===== src/rtl/aes_pkg.sv =====
`default_nettype none
// +----------------------------------------------------------------------+
// | aes_pkg : shared AES-128 constants, controller state enum, xtime()   |
// | Revision: 1.0                                                        |
// +----------------------------------------------------------------------+
package aes_pkg;

  localparam int AES_N      = 128;
  localparam int AES_ROUNDS = 10;

  localparam logic [7:0] RCON_INIT = 8'h01;

  typedef enum logic [1:0] {
    IDLE = 2'd0,
    RUN  = 2'd1,
    DONE = 2'd2
  } state_e;

  // GF(2^8) multiply-by-x with the AES reduction polynomial
  function automatic logic [7:0] xtime(input logic [7:0] b);
    return {b[6:0], 1'b0} ^ (b[7] ? 8'h1B : 8'h00);
  endfunction

endpackage
`default_nettype wire


===== src/rtl/aes_rcon_gen.sv =====
`default_nettype none
// +----------------------------------------------------------------------+
// | aes_rcon_gen : round-constant register, reloaded on init, xtime on   |
// | step.  Revision: 1.0                                                 |
// +----------------------------------------------------------------------+
module aes_rcon_gen
  import aes_pkg::*;
(
  input  logic       clk,
  input  logic       rst,
  input  logic       init,
  input  logic       step,
  output logic [7:0] rcon
);

  logic [7:0] rcon_q, rcon_d;

  always_comb begin
    rcon_d = rcon_q;
    if (init) begin
      rcon_d = RCON_INIT;
    end else if (step) begin
      rcon_d = xtime(rcon_q);
    end
  end

  always_ff @(posedge clk or negedge rst) begin
    if (!rst) begin
      rcon_q <= RCON_INIT;
    end else begin
      rcon_q <= rcon_d;
    end
  end

  assign rcon = rcon_q;

endmodule
`default_nettype wire


===== src/rtl/aes_round_sched.sv =====
`default_nettype none
// +----------------------------------------------------------------------+
// | aes_round_sched : AES-128 iterative round sequencer with input and   |
// | output valid/ready handshakes.  Revision: 1.0                        |
// +----------------------------------------------------------------------+
module aes_round_sched
  import aes_pkg::*;
#(
  parameter int N        = AES_N,
  parameter int ROUNDS   = AES_ROUNDS,
  parameter int SBOX_LAT = 1
) (
  input  logic         clk,
  input  logic         rst,
  input  logic         enb,
  input  logic         in_valid,
  output logic         in_ready,
  input  logic [N-1:0] in_data,
  input  logic [N-1:0] in_key,
  output logic         dp_load,
  output logic         dp_round_en,
  output logic         dp_final,
  output logic [7:0]   dp_rcon,
  output logic [3:0]   dp_round,
  input  logic [N-1:0] dp_state,
  output logic         out_valid,
  input  logic         out_ready,
  output logic [N-1:0] out_data,
  output logic         busy
);

  localparam int            SW         = (SBOX_LAT > 1) ? $clog2(SBOX_LAT) : 1;
  localparam logic [SW-1:0] SUB_LAST   = SW'(SBOX_LAT - 1);
  localparam logic [3:0]    ROUND_LAST = 4'(ROUNDS);

  state_e         state_q, state_d;
  logic [3:0]     round_q, round_d;
  logic [SW-1:0]  sub_q, sub_d;
  logic           out_valid_q, out_valid_d;
  logic [N-1:0]   out_data_q, out_data_d;
  logic           is_run, is_done, capture;

  // Plaintext and key feed the datapath directly; only the handshake matters here.
  logic unused_in;
  assign unused_in = ^{in_data, in_key};

  assign is_run      = (state_q == RUN);
  assign is_done     = (state_q == DONE);
  assign in_ready    = (state_q == IDLE) & ~out_valid_q & enb;
  assign dp_load     = in_valid & in_ready;
  assign dp_round_en = is_run & enb & (sub_q == SUB_LAST);
  assign dp_final    = is_run & (round_q == ROUND_LAST);
  assign dp_round    = round_q;
  assign busy        = is_run | is_done;
  assign capture     = is_done & enb;

  always_comb begin
    state_d = state_q;
    round_d = round_q;
    sub_d   = sub_q;
    case (state_q)
      IDLE: begin
        if (dp_load) begin
          state_d = RUN;
          round_d = 4'd1;
          sub_d   = '0;
        end
      end
      RUN: begin
        if (enb) begin
          if (sub_q == SUB_LAST) begin
            sub_d = '0;
            if (round_q == ROUND_LAST) begin
              state_d = DONE;
              round_d = 4'd0;
            end else begin
              round_d = round_q + 4'd1;
            end
          end else begin
            sub_d = sub_q + SW'(1);
          end
        end
      end
      DONE: begin
        if (enb) begin
          state_d = IDLE;
        end
      end
      default: state_d = IDLE;
    endcase
  end

  // Capture has priority; a handshake cannot coincide since out_valid is low in DONE.
  always_comb begin
    out_valid_d = out_valid_q;
    out_data_d  = out_data_q;
    if (capture) begin
      out_valid_d = 1'b1;
      out_data_d  = dp_state;
    end else if (out_valid_q & out_ready) begin
      out_valid_d = 1'b0;
    end
  end

  always_ff @(posedge clk or negedge rst) begin
    if (!rst) begin
      state_q     <= IDLE;
      round_q     <= 4'd0;
      sub_q       <= '0;
      out_valid_q <= 1'b0;
      out_data_q  <= '0;
    end else begin
      state_q     <= state_d;
      round_q     <= round_d;
      sub_q       <= sub_d;
      out_valid_q <= out_valid_d;
      out_data_q  <= out_data_d;
    end
  end

  assign out_valid = out_valid_q;
  assign out_data  = out_data_q;

  aes_rcon_gen u_rcon (
    .clk  (clk),
    .rst  (rst),
    .init (dp_load),
    .step (dp_round_en),
    .rcon (dp_rcon)
  );

endmodule
`default_nettype wire


===== config.mk =====
export PLATFORM = sky130hd
export DESIGN_NAME = aes_round_sched
export DESIGN_NICKNAME = d
export VERILOG_FILES = /design/src/rtl/aes_pkg.sv /design/src/rtl/aes_rcon_gen.sv /design/src/rtl/aes_round_sched.sv
export SDC_FILE = /design/constraint.sdc
export NUM_CORES = 1
export LEC_CHECK = 0
export BUFFER_PORTS_ARGS = -buffer_cell sky130_fd_sc_hd__buf_2
export CAP_MARGIN = 10
export CORE_AREA = 2 2 208 210
export CTS_BUF_LIST = sky130_fd_sc_hd__clkbuf_2 sky130_fd_sc_hd__clkbuf_4 sky130_fd_sc_hd__clkbuf_8
export DETAILED_ROUTE_END_ITERATION = 6
export DIE_AREA = 0 0 210 212
export HOLD_SLACK_MARGIN = 0.08
export MAX_ROUTING_LAYER = met4
export REMOVE_ABC_BUFFERS = 1
export SYNTH_ARGS = -nofsm -noshare
export SYNTH_HDL_FRONTEND = slang
export SYNTH_SLANG_ARGS = --single-unit
export TNS_END_PERCENT = 20

===== constraint.sdc =====
create_clock -name clk -period 1.55 [get_ports clk]
set_input_delay 0.31 -clock clk [delete_from_list [all_inputs] [get_ports clk]]
set_output_delay 0.31 -clock clk [all_outputs]
set_load 0.02 [all_outputs]

* Word level (Yosys, flattened, before mapping)
Index checks and enable logic that the tools add are counted.
** Word-level totals
- Bits in registers :: 144
- Bits of input ports :: 389
- Output and inout port bits :: 146
- Logic and storage cells :: 55
** Operators by class
- Add/subtract/negate cells :: 2
- Equality and inequality tests :: 8
- Mux-type cells :: 20
- Bitwise operators :: 12
- Reductions and logical operators :: 7
** Operators with widths (count)
- $mux 4 :: 4
- $mux 8 :: 2
- $mux 2 :: 5
- $and 1x1->1 :: 8
- $ne 2x2->1 const B :: 4
- $pmux 4 s2 :: 1
- $xor 8x8->8 :: 1
- $pmux 2 s3 :: 1
- $reduce_bool 2->1 :: 3
- $mux 1 :: 5
- $mux 5 :: 1
- $reduce_and 5->1 :: 1
- $add 4x1->4 const B :: 1
- $eq 4x4->1 const B :: 1
- $reduce_and 4->1 :: 1
- $reduce_and 3->1 :: 1
- $eq 2x1->1 const B :: 1
- $eq 2x2->1 const B :: 1
- $logic_not 2->1 :: 1
- $ne 2x1->1 const B :: 1
- $not 1->1 :: 2
- $pmux 1 s2 :: 1
- $add 1x1->1 const B :: 1
- $or 1x1->1 :: 1

* Longest topological paths before layout
Gate-level depths: netlist (run 1).
- Depth after elaboration :: 6
- Gate-level depth with buffers :: 7
- Depth with buffers taken out :: 7

* Cells and area by module
Synthesis (run 1) repeated with hierarchy kept, for this count alone.
** Second synthesis, totals
- Cell total of the unflattened synthesis :: 347
- Area, all modules :: 5529.1 sq um
** By module, submodules not included
- aes_round_sched :: times used 1, cells each 317, area an instance 5180.0 sq um, seq. area each 3378.2 sq um
- aes_rcon_gen :: times used 1, cells each 30, area an instance 349.1 sq um, seq. area each 201.4 sq um

* Least setup slack after synthesis (run 1)
OpenSTA, ideal clock, no wires.
- Kind :: reg-to-reg
- Start point :: register state_q[0]
- End point :: register round_q[3], in the netlist dp_round[3]
- Library setup time :: 80 ps
- Arrival time :: 1612 ps
- Required time :: 1470 ps
- Slack :: -142 ps
- Stages on the path, launching flop included :: 8
- Path buffers :: 0
- Period minus slack after synthesis :: 1692 ps
- Path through :: dfrtp_1 inv_1 ha_1 nand4b_1 clkinv_2 a21oi_4 or4_4 o211ai_2
** Between the ends
- Longest elaborated chain between the ends :: 6
- Elaborated cells on any way between the ends :: 11
- Classes of those cells :: 4 x eq/ne; 1 x mux; 3 x bitwise; 3 x reduce/logical
** Ends and longest elaborated chain
- start: declaration :: line aes_round_sched.sv:36 : state_e state_q, state_d;
- start signal: assignment :: line aes_round_sched.sv:113 : state_q <= state_d;
- $logic_not 2->1 :: line aes_round_sched.sv:49 : assign in_ready = (state_q == IDLE) & ~out_valid_q & enb;
- $and 1x1->1 (2 in series) :: line aes_round_sched.sv:49
- $and 1x1->1 :: line aes_round_sched.sv:50 : assign dp_load = in_valid & in_ready;
- net dp_load :: line aes_round_sched.sv:20 : output logic dp_load,
- $ne 2x2->1 (no line)
- $reduce_and 4->1 (no line)
- end signal: assignment :: line aes_round_sched.sv:114 : round_q <= round_d;
- end: declaration :: line aes_round_sched.sv:37 : logic [3:0] round_q, round_d;
The timed path passes the listed nets, and every way through them passes these cells.
A chain may end at the register's enable or synchronous reset.

* Worst setup path in the final report (run 1)
- Start point :: register state_q[1]
- End point :: output port dp_load
** Between the ends
- Longest elaborated chain between the ends :: 4
** Ends and longest elaborated chain (line)
- $logic_not 2->1 :: aes_round_sched.sv:49
- $and 1x1->1 (2 in series) :: aes_round_sched.sv:49
- $and 1x1->1 :: aes_round_sched.sv:50
- end: declaration :: aes_round_sched.sv:20
No other way between the ends.

==> results.sh, run 1 <==
export IMPL_r2r_cells=8
export IMPL_timing_final_setup_violations=138
export IMPL_crit_end="dp_load"
export IMPL_cts_tree="done"
export IMPL_synthMuxAreaShare=0.263
export IMPL_synth_fa_ha_area_frac=0.00907
export IMPL_start_util=0.130
export IMPL_cts_made_buffers=17
export IMPL_ios=535
export IMPL_grt_pass1_vias=5128
export IMPL_stdcell_area_mm2=0.0105
export IMPL_final_min_period_over_clock_period=1.26
export IMPL_fin_ws_ns=-0.402
export IMPL_synth_compound_area_frac=0.0247
export IMPL_finalWirelength_um=21700
export IMPL_start_kind="flop"
export IMPL_r2r_end="out_data[6]"
export IMPL_synthTopCellsByArea="dfrtp_1 (64%), mux2_2 (26%), buf_2 (1.2%)"
export IMPL_outcome="finished, violations left"
export IMPL_clkSlewWorstSetupHoldPaths_ns=0.11
export IMPL_yosys_warnings=0
export IMPL_placed_area_mm2=0.00783
export IMPL_cp_arrival_ns=1.64
export IMPL_reg2reg_from="state_q[0]"
export IMPL_area_growth_pct=90.1
export IMPL_rsz0062_at_grt="true"
export IMPL_cts_root_buf="clkbuf_8"
export IMPL_critical_path_max_fanout=4
export IMPL_grt_max_degree=36
export IMPL_fin_skew_ns=0.0180
export IMPL_period_minus_slack_ns=1.95
export IMPL_violations="setup timing"
export IMPL_portBuffers=278
export IMPL_ir_drop_mv=0.774
export IMPL_syn_area_per_cell_um2=15.6
export IMPL_drt_vias_per_instance=3.46
export IMPL_fillers=4401
export IMPL_crit_start="state_q[1]"
export IMPL_synthSimpleGateAreaFrac=0.0317
export IMPL_max_cap_violations=0
export IMPL_synth_area_mm2=0.00552
export IMPL_post_route_drc_count=0
export IMPL_worstSetupPathType="reg2out"
export IMPL_pre_cts_ws_ns=-0.256
export IMPL_r2r_slack_ns=-0.21
export IMPL_p_per_area_mw_per_mm2=1880
export IMPL_synth_distinct_cells=32
export IMPL_antenna_found_initial=5
export IMPL_synth_top_family_by_area="multiplexers"
export IMPL_grt_remaining_overflow=0
export IMPL_grt_pass1_wl_um=30000
export IMPL_final_max_slew_viol_count=0
export IMPL_yosysSeqAreaShare=0.648
export IMPL_dp_hpwl_um=13400
export IMPL_final_nets=1215
export IMPL_hp_class="in2async"
export IMPL_floorplan_core_area_mm2=0.0425
export IMPL_ys_ff_latch=143
export IMPL_synth_xor_area_frac=0.00476
export IMPL_via_count=4798
export IMPL_required_ns=1.24
export IMPL_antenna_left=0
export IMPL_report_power_total_mw=19.7
export IMPL_finalHoldViolCount=0
export IMPL_gp_congestion=0.696
export IMPL_final_common_cell="buf_2"
export IMPL_htree_levels=4
export IMPL_final_cell_mix="buf_2 (265), dfrtp_1 (140), dlygate4sd3_1 (130)"
export IMPL_drtPass1Iterations=4
export IMPL_worst_slew_pin_slew_ns=0.447
export IMPL_drtIter0Drc=270
export IMPL_slew_headroom=0.702
export IMPL_syn_inst=353
export IMPL_critPathCaptureType="primary output"
export IMPL_yosysTopAreaCell="dfrtp_1"
export IMPL_dieHeight_um=212
export IMPL_max_freq_mhz=512
export IMPL_die_w_um=210
export IMPL_gr_usage_all_layers=0.0972
export IMPL_cellLeakagePower_nw=5.23
export IMPL_cts_sinks=143
export IMPL_cts_path_max_buffers=2
export IMPL_dieArea_mm2=0.0445
export IMPL_core_rowCount=76
export IMPL_layout_drive_gt1_share=0.622
export IMPL_clk_latency_ns=0.54
export IMPL_wire_per_inst_um=15.6
export IMPL_synth_top_cell_area_share=0.644
==> what timing repair did <==
action                     4_1_cts  5_1_grt
setup endpoints to repair      145      145
gates cloned                     8        1
pin swaps                        6        6
hold endpoints to repair       271        0
hold buffers                   130        0
gates resized for setup         81       78
buffers inserted                14        9
==> power breakdown <==
part           switching [mW]  internal (mW)
Sequential               1.06           5.59
Combinational            5.15           4.94
Clock                    1.78           1.18
==> layout make-up <==
cell class | count | area [um^2] | share of cell area
Sequential cell | 143 | 3580 | 0.341
Timing Repair Buffer | 466 | 3570 | 0.340
Multi-Input combinational cell | 188 | 2250 | 0.214
Tap cell | 546 | 683 | 0.0651
Clock buffer | 17 | 234 | 0.0223
Clock inverter | 15 | 140 | 0.0134
Inverter | 6 | 23.8 | 0.00226
Antenna cell | 4 | 10.0 | 0.000954
==> logic make-up (layout without fill, tap and decap cells) <==
group | count (synthesis) | in the layout
simple gates | 34 | 34
fa+ha+maj | 4 | 4
compound gates | 18 | 18
buf+inv | 22 | 504
xor+xnor | 3 | 3
mux | 129 | 129
flops | 143 | 143
other cells | 0 | 4
==> flip-flops by register name, indices dropped and copies added (netlist names) <==
| name | cells |
|---|---|
| dp_round | 4 |
| out_data | 128 |
| out_valid | 1 |
| state_q | 2 |
| u_rcon.rcon | 8 |
==> Yosys cell counts <==
cell type and number:
dfrtp_1 142, mux2_2 129, nand2_1 15, buf_2 13, a21oi_1 5, nor2_1 5, ha_1 4, inv_1 4
a211oi_1 3, clkbuf_1 3, nand3_1 3, nand4b_1 3, xnor2_1 3, nand2b_1 2, o21ai_0 2, a21oi_4 1
a22o_2 1, a31o_2 1, a31oi_1 1, and3_1 1, and3_2 1, clkinv_2 1, dfstp_2 1, inv_2 1
nand2_2 1, nand3b_1 1, nor3b_1 1, o211ai_1 1, o211ai_2 1, o21ai_2 1, o41ai_1 1, or4_4 1
==> metal layers <==
metal,global-route usage,share of wire
met5,-,0
met3,0.0434,0.076
met2,0.158,0.50
met4,0.0540,0.034
met1,0.0980,0.39
==> worst max-delay path: stages, from the launching register on <==
cell and delay [ns]:
dfrtp_1 0.40, inv_2 0.11, ha_4 0.16, nand4b_1 0.13, clkinv_2 0.09, buf_6 0.10, buf_6 0.10
==> per-stage QoR <==
step	setup TNS, ns	hold WS [ns]	cells	utilization
after floorplan	-315.46	0.0144	337	-
after global placement	-8.83	0.265	1191	0.184
after detailed placement	-11.74	0.269	1191	0.184
after CTS	-16.75	0.182	1374	0.239
after global routing	-24.49	0.230	1385	0.247
final	-16.47	0.255	1385	0.247
==> worst min-delay path by stage <==
stage                   end  cells past startpoint  startpoint  slack (ns)
2_1_floorplan   dp_round[0]                      0         rst        0.01
3_3_place_gp   out_data[27]                      1         rst        0.26
3_5_place_dp   out_data[33]                      1         rst        0.27
4_1_cts         out_data[1]                      2         rst        0.18
5_1_grt         out_data[1]                      2         rst        0.23
6_report        out_data[1]                      2         rst        0.26
(Power assumes the default switching activity.)
==> run 2, diff against run 1 <==
--- a/config.mk
+++ b/config.mk
@@ -5,14 +5,18 @@
 export SDC_FILE = /design/constraint.sdc
 export NUM_CORES = 1
 export LEC_CHECK = 0
+export ABC_AREA = 1
 export BUFFER_PORTS_ARGS = -buffer_cell sky130_fd_sc_hd__buf_2
 export CAP_MARGIN = 10
-export CORE_AREA = 2 2 208 210
+export CELL_PAD_IN_SITES_DETAIL_PLACEMENT = 1
+export CELL_PAD_IN_SITES_GLOBAL_PLACEMENT = 2
+export CORE_AREA = 2 2 209 211
 export CTS_BUF_LIST = sky130_fd_sc_hd__clkbuf_2 sky130_fd_sc_hd__clkbuf_4 sky130_fd_sc_hd__clkbuf_8
 export DETAILED_ROUTE_END_ITERATION = 6
-export DIE_AREA = 0 0 210 212
+export DIE_AREA = 0 0 211 213
 export HOLD_SLACK_MARGIN = 0.08
 export MAX_ROUTING_LAYER = met4
+export PLACE_DENSITY_LB_ADDON = 0.1
 export REMOVE_ABC_BUFFERS = 1
 export SYNTH_ARGS = -nofsm -noshare
 export SYNTH_HDL_FRONTEND = slang
==> constraint.sdc (replaced) <==
create_clock -name clk -period 2.1 [get_ports clk]
set_input_delay 0.42 -clock clk [delete_from_list [all_inputs] [get_ports clk]]
set_output_delay 0.42 -clock clk [all_outputs]
set_load 0.02 [all_outputs]
==> results.sh, run 2 <==
export IMPL_outcome="finished clean"
export IMPL_p_seq_frac=0.352
export IMPL_clock_power_share=0.174
export IMPL_start_util=0.144
export IMPL_cellLeakagePower_nw=5.19
export IMPL_antenna_found_initial=0
export IMPL_dieArea_mm2=0.0449
export IMPL_synth_distinct_cells=21
export IMPL_dp_hpwl_um=14800
export IMPL_ys_flop_type="dfrtp_1"
export IMPL_clk_latency_ns=0.54
export IMPL_cts_made_buffers=17
export IMPL_ys_ff_latch=143
export IMPL_grt_pass1_wl_um=31500
export IMPL_final_util=0.234
export IMPL_tns_ns=0
export IMPL_cts_sinks=143
export IMPL_critical_path_max_fanout=26
export IMPL_synth_commonest_cells="dfrtp_1 (142), mux2_4 (109), nand2_1 (27)"
export IMPL_cp_arrival_ns=2.41
export IMPL_synthArstFlopShare=1.00
export IMPL_timing_final_setup_violations=0
export IMPL_yosysSeqAreaShare=0.584
export IMPL_post_route_drc_count=0
export IMPL_grt_pass1_vias=5084
export IMPL_syn_inst=380
export IMPL_drtPass1Iterations=4
export IMPL_cts_path_max_buffers=2
export IMPL_floorplan_core_area_mm2=0.0427
export IMPL_gr_usage_all_layers=0.0991
export IMPL_cts_root_buf="clkbuf_8"
export IMPL_required_ns=2.52
export IMPL_synthTopCellsByArea="dfrtp_1 (58%), mux2_4 (27%), mux2_2 (3.5%)"
export IMPL_wire_per_inst_um=15.3
export IMPL_gp_congestion=0.697
export IMPL_pre_cts_ws_ns=0.230
export IMPL_met1_length_um=9230
export IMPL_yosys_warnings=0
export IMPL_synth_area_mm2=0.00613
export IMPL_final_common_cell="buf_2"
export IMPL_area_growth_pct=62.8
export IMPL_slew_headroom=0.756
export IMPL_ios=535
export IMPL_synthMostInstantiatedCell="dfrtp_1"
export IMPL_worstSetupPathType="reg2reg"
export IMPL_largest_reg_flops=128
export IMPL_max_freq_mhz=503
export IMPL_cts_tree="done"
export IMPL_grt_remaining_overflow=0
export IMPL_portBuffers=278
export IMPL_n_antenna_cell=0
export IMPL_finalHoldViolCount=0
export IMPL_finalWirelength_um=20900
export IMPL_period_minus_slack_ns=1.99
export IMPL_final_cell_mix="buf_2 (273), dfrtp_1 (141), dlygate4sd3_1 (130)"
export IMPL_p_sw_mw=5.45
export IMPL_route_met2_wl_um=9480
export IMPL_power_frac_comb=0.474
export IMPL_die_w_um=211
export IMPL_intPower_mw=8.43
export IMPL_final_max_slew_viol_count=0
export IMPL_yosysTopAreaCell="dfrtp_1"
export IMPL_hp_class="in2reg"
export IMPL_p_sw_frac=0.393
export IMPL_rsz0062_at_grt="true"
export IMPL_drt_vias_per_instance=3.35
export IMPL_max_cap_violations=0
export IMPL_synth_top_cell_area_share=0.580
export IMPL_wl_met3_um=1830
export IMPL_via_count=4591
export IMPL_critPathCaptureType="flop"
export IMPL_highest_layer="met4"
export IMPL_layout_drive_gt1_share=0.570
export IMPL_final_nets=1207
export IMPL_start_kind="flop"
export IMPL_htree_levels=4
export IMPL_fin_ws_ns=0.111
export IMPL_fillers=4795
export IMPL_drtIter0Drc=134
export IMPL_syn_area_per_cell_um2=16.1
export IMPL_ir_drop_mv=0.506
export IMPL_fin_skew_ns=0.0105
export IMPL_clkSlewWorstSetupHoldPaths_ns=0.09
export IMPL_dieHeight_um=213
export IMPL_synth_edff_count=0
export IMPL_p_per_area_mw_per_mm2=1390
export IMPL_grt_max_degree=51
export IMPL_worst_slew_pin_slew_ns=0.367
export IMPL_final_min_period_over_clock_period=0.947
export IMPL_r2r_slack_ns=0.11
export IMPL_core_rowCount=76
export IMPL_antenna_left=0
-- run 2: cell types whose count changed after synthesis, sizes merged, moves of 3 or more --
| cell | delta |
|---|---|
| nand2 | +12 |
| o21ai | +4 |
| nand3 | +10 |
| nand4 | +5 |
| nand4b | -3 |
| inv | +16 |
| a211oi | -3 |
-- run 2: power by group through the flow --
stage / clock network (mW) / registers [mW] / logic [mW]
6_report: 2.41 / 4.89 / 6.58
3_3_place_gp: 0 / 4.89 / 6.37
3_5_place_dp: 0 / 4.91 / 6.37
2_1_floorplan: 0 / 6.50 / 2.47
5_1_grt: 2.70 / 5.09 / 7.06
4_1_cts: 2.61 / 4.90 / 6.67
-- run 2: cell type report --
cell class	count	area (um^2)	share of cell area
flip-flops and latches	143	3580	0.359
repair buffers	431	2960	0.297
multi-input cells	199	2260	0.227
well taps	546	683	0.0685
clock buffers	22	303	0.0303
clock inverters	8	106	0.0107
inverters	22	83.8	0.00840
-- run 2: worst paths after layout --
check                                  start        endpoint  depth (start not counted)
min in group asynchronous                rst   out_data[116]                          2
worst max-delay path              state_q[1]    out_data[91]                          6
worst max register to register    state_q[1]    out_data[91]                          6
worst min register to register  out_data[98]    out_data[98]                          1
worst min-delay path                     enb  u_rcon.rcon[0]                          4
max in group asynchronous                rst  u_rcon.rcon[0]                          3
-- run 2: per-stage QoR --
stage | power [mW] | hold WS [ns] | cells | instance area (um^2)
3_5_place_dp | 11.3 | 0.335 | 1203 | 8150
3_3_place_gp | 11.3 | 0.344 | 1203 | 8150
4_1_cts | 14.2 | 0.256 | 1368 | 9930
2_1_floorplan | 8.97 | 0.124 | 364 | 5880
5_1_grt | 14.8 | 0.285 | 1371 | 9980
6_report | 13.9 | 0.318 | 1371 | 9980
-- run 2: per-layer routing --
metal,GRT usage,vias to the layer above
met2,0.141,181
met1,0.117,2234
li1,-,2157
met5,-,-
met4,0.0415,0
met3,0.0504,19
-- run 2: cell families after synthesis --
| group | synth area share |
|---|---|
| DFF | 0.584 |
| muxes | 0.302 |
| xor gates and xnor gates | 0.00429 |
| and+or+nand+nor | 0.0357 |
| adders and majority gates | 0.00817 |
| buffers and inverters | 0.0545 |
| AOI/OAI and AO/OA | 0.0114 |
-- run 2: timing repair --
action / CTS / global route
pin swaps: 1 / 1
buffers inserted: 5 / 3
endpoints found under the hold margin: 170 / 0
hold buffers: 130 / 0
resized for setup: 9 / 11
setup endpoints to repair: 4 / 4
-- run 2: critical path: stages, from the launching register on --
cell	delay (ns)
dfrtp_1	0.40
buf_4	0.14
buf_4	0.12
ha_1	0.25
nand2_8	0.30
buf_12	0.27
mux2_2	0.36
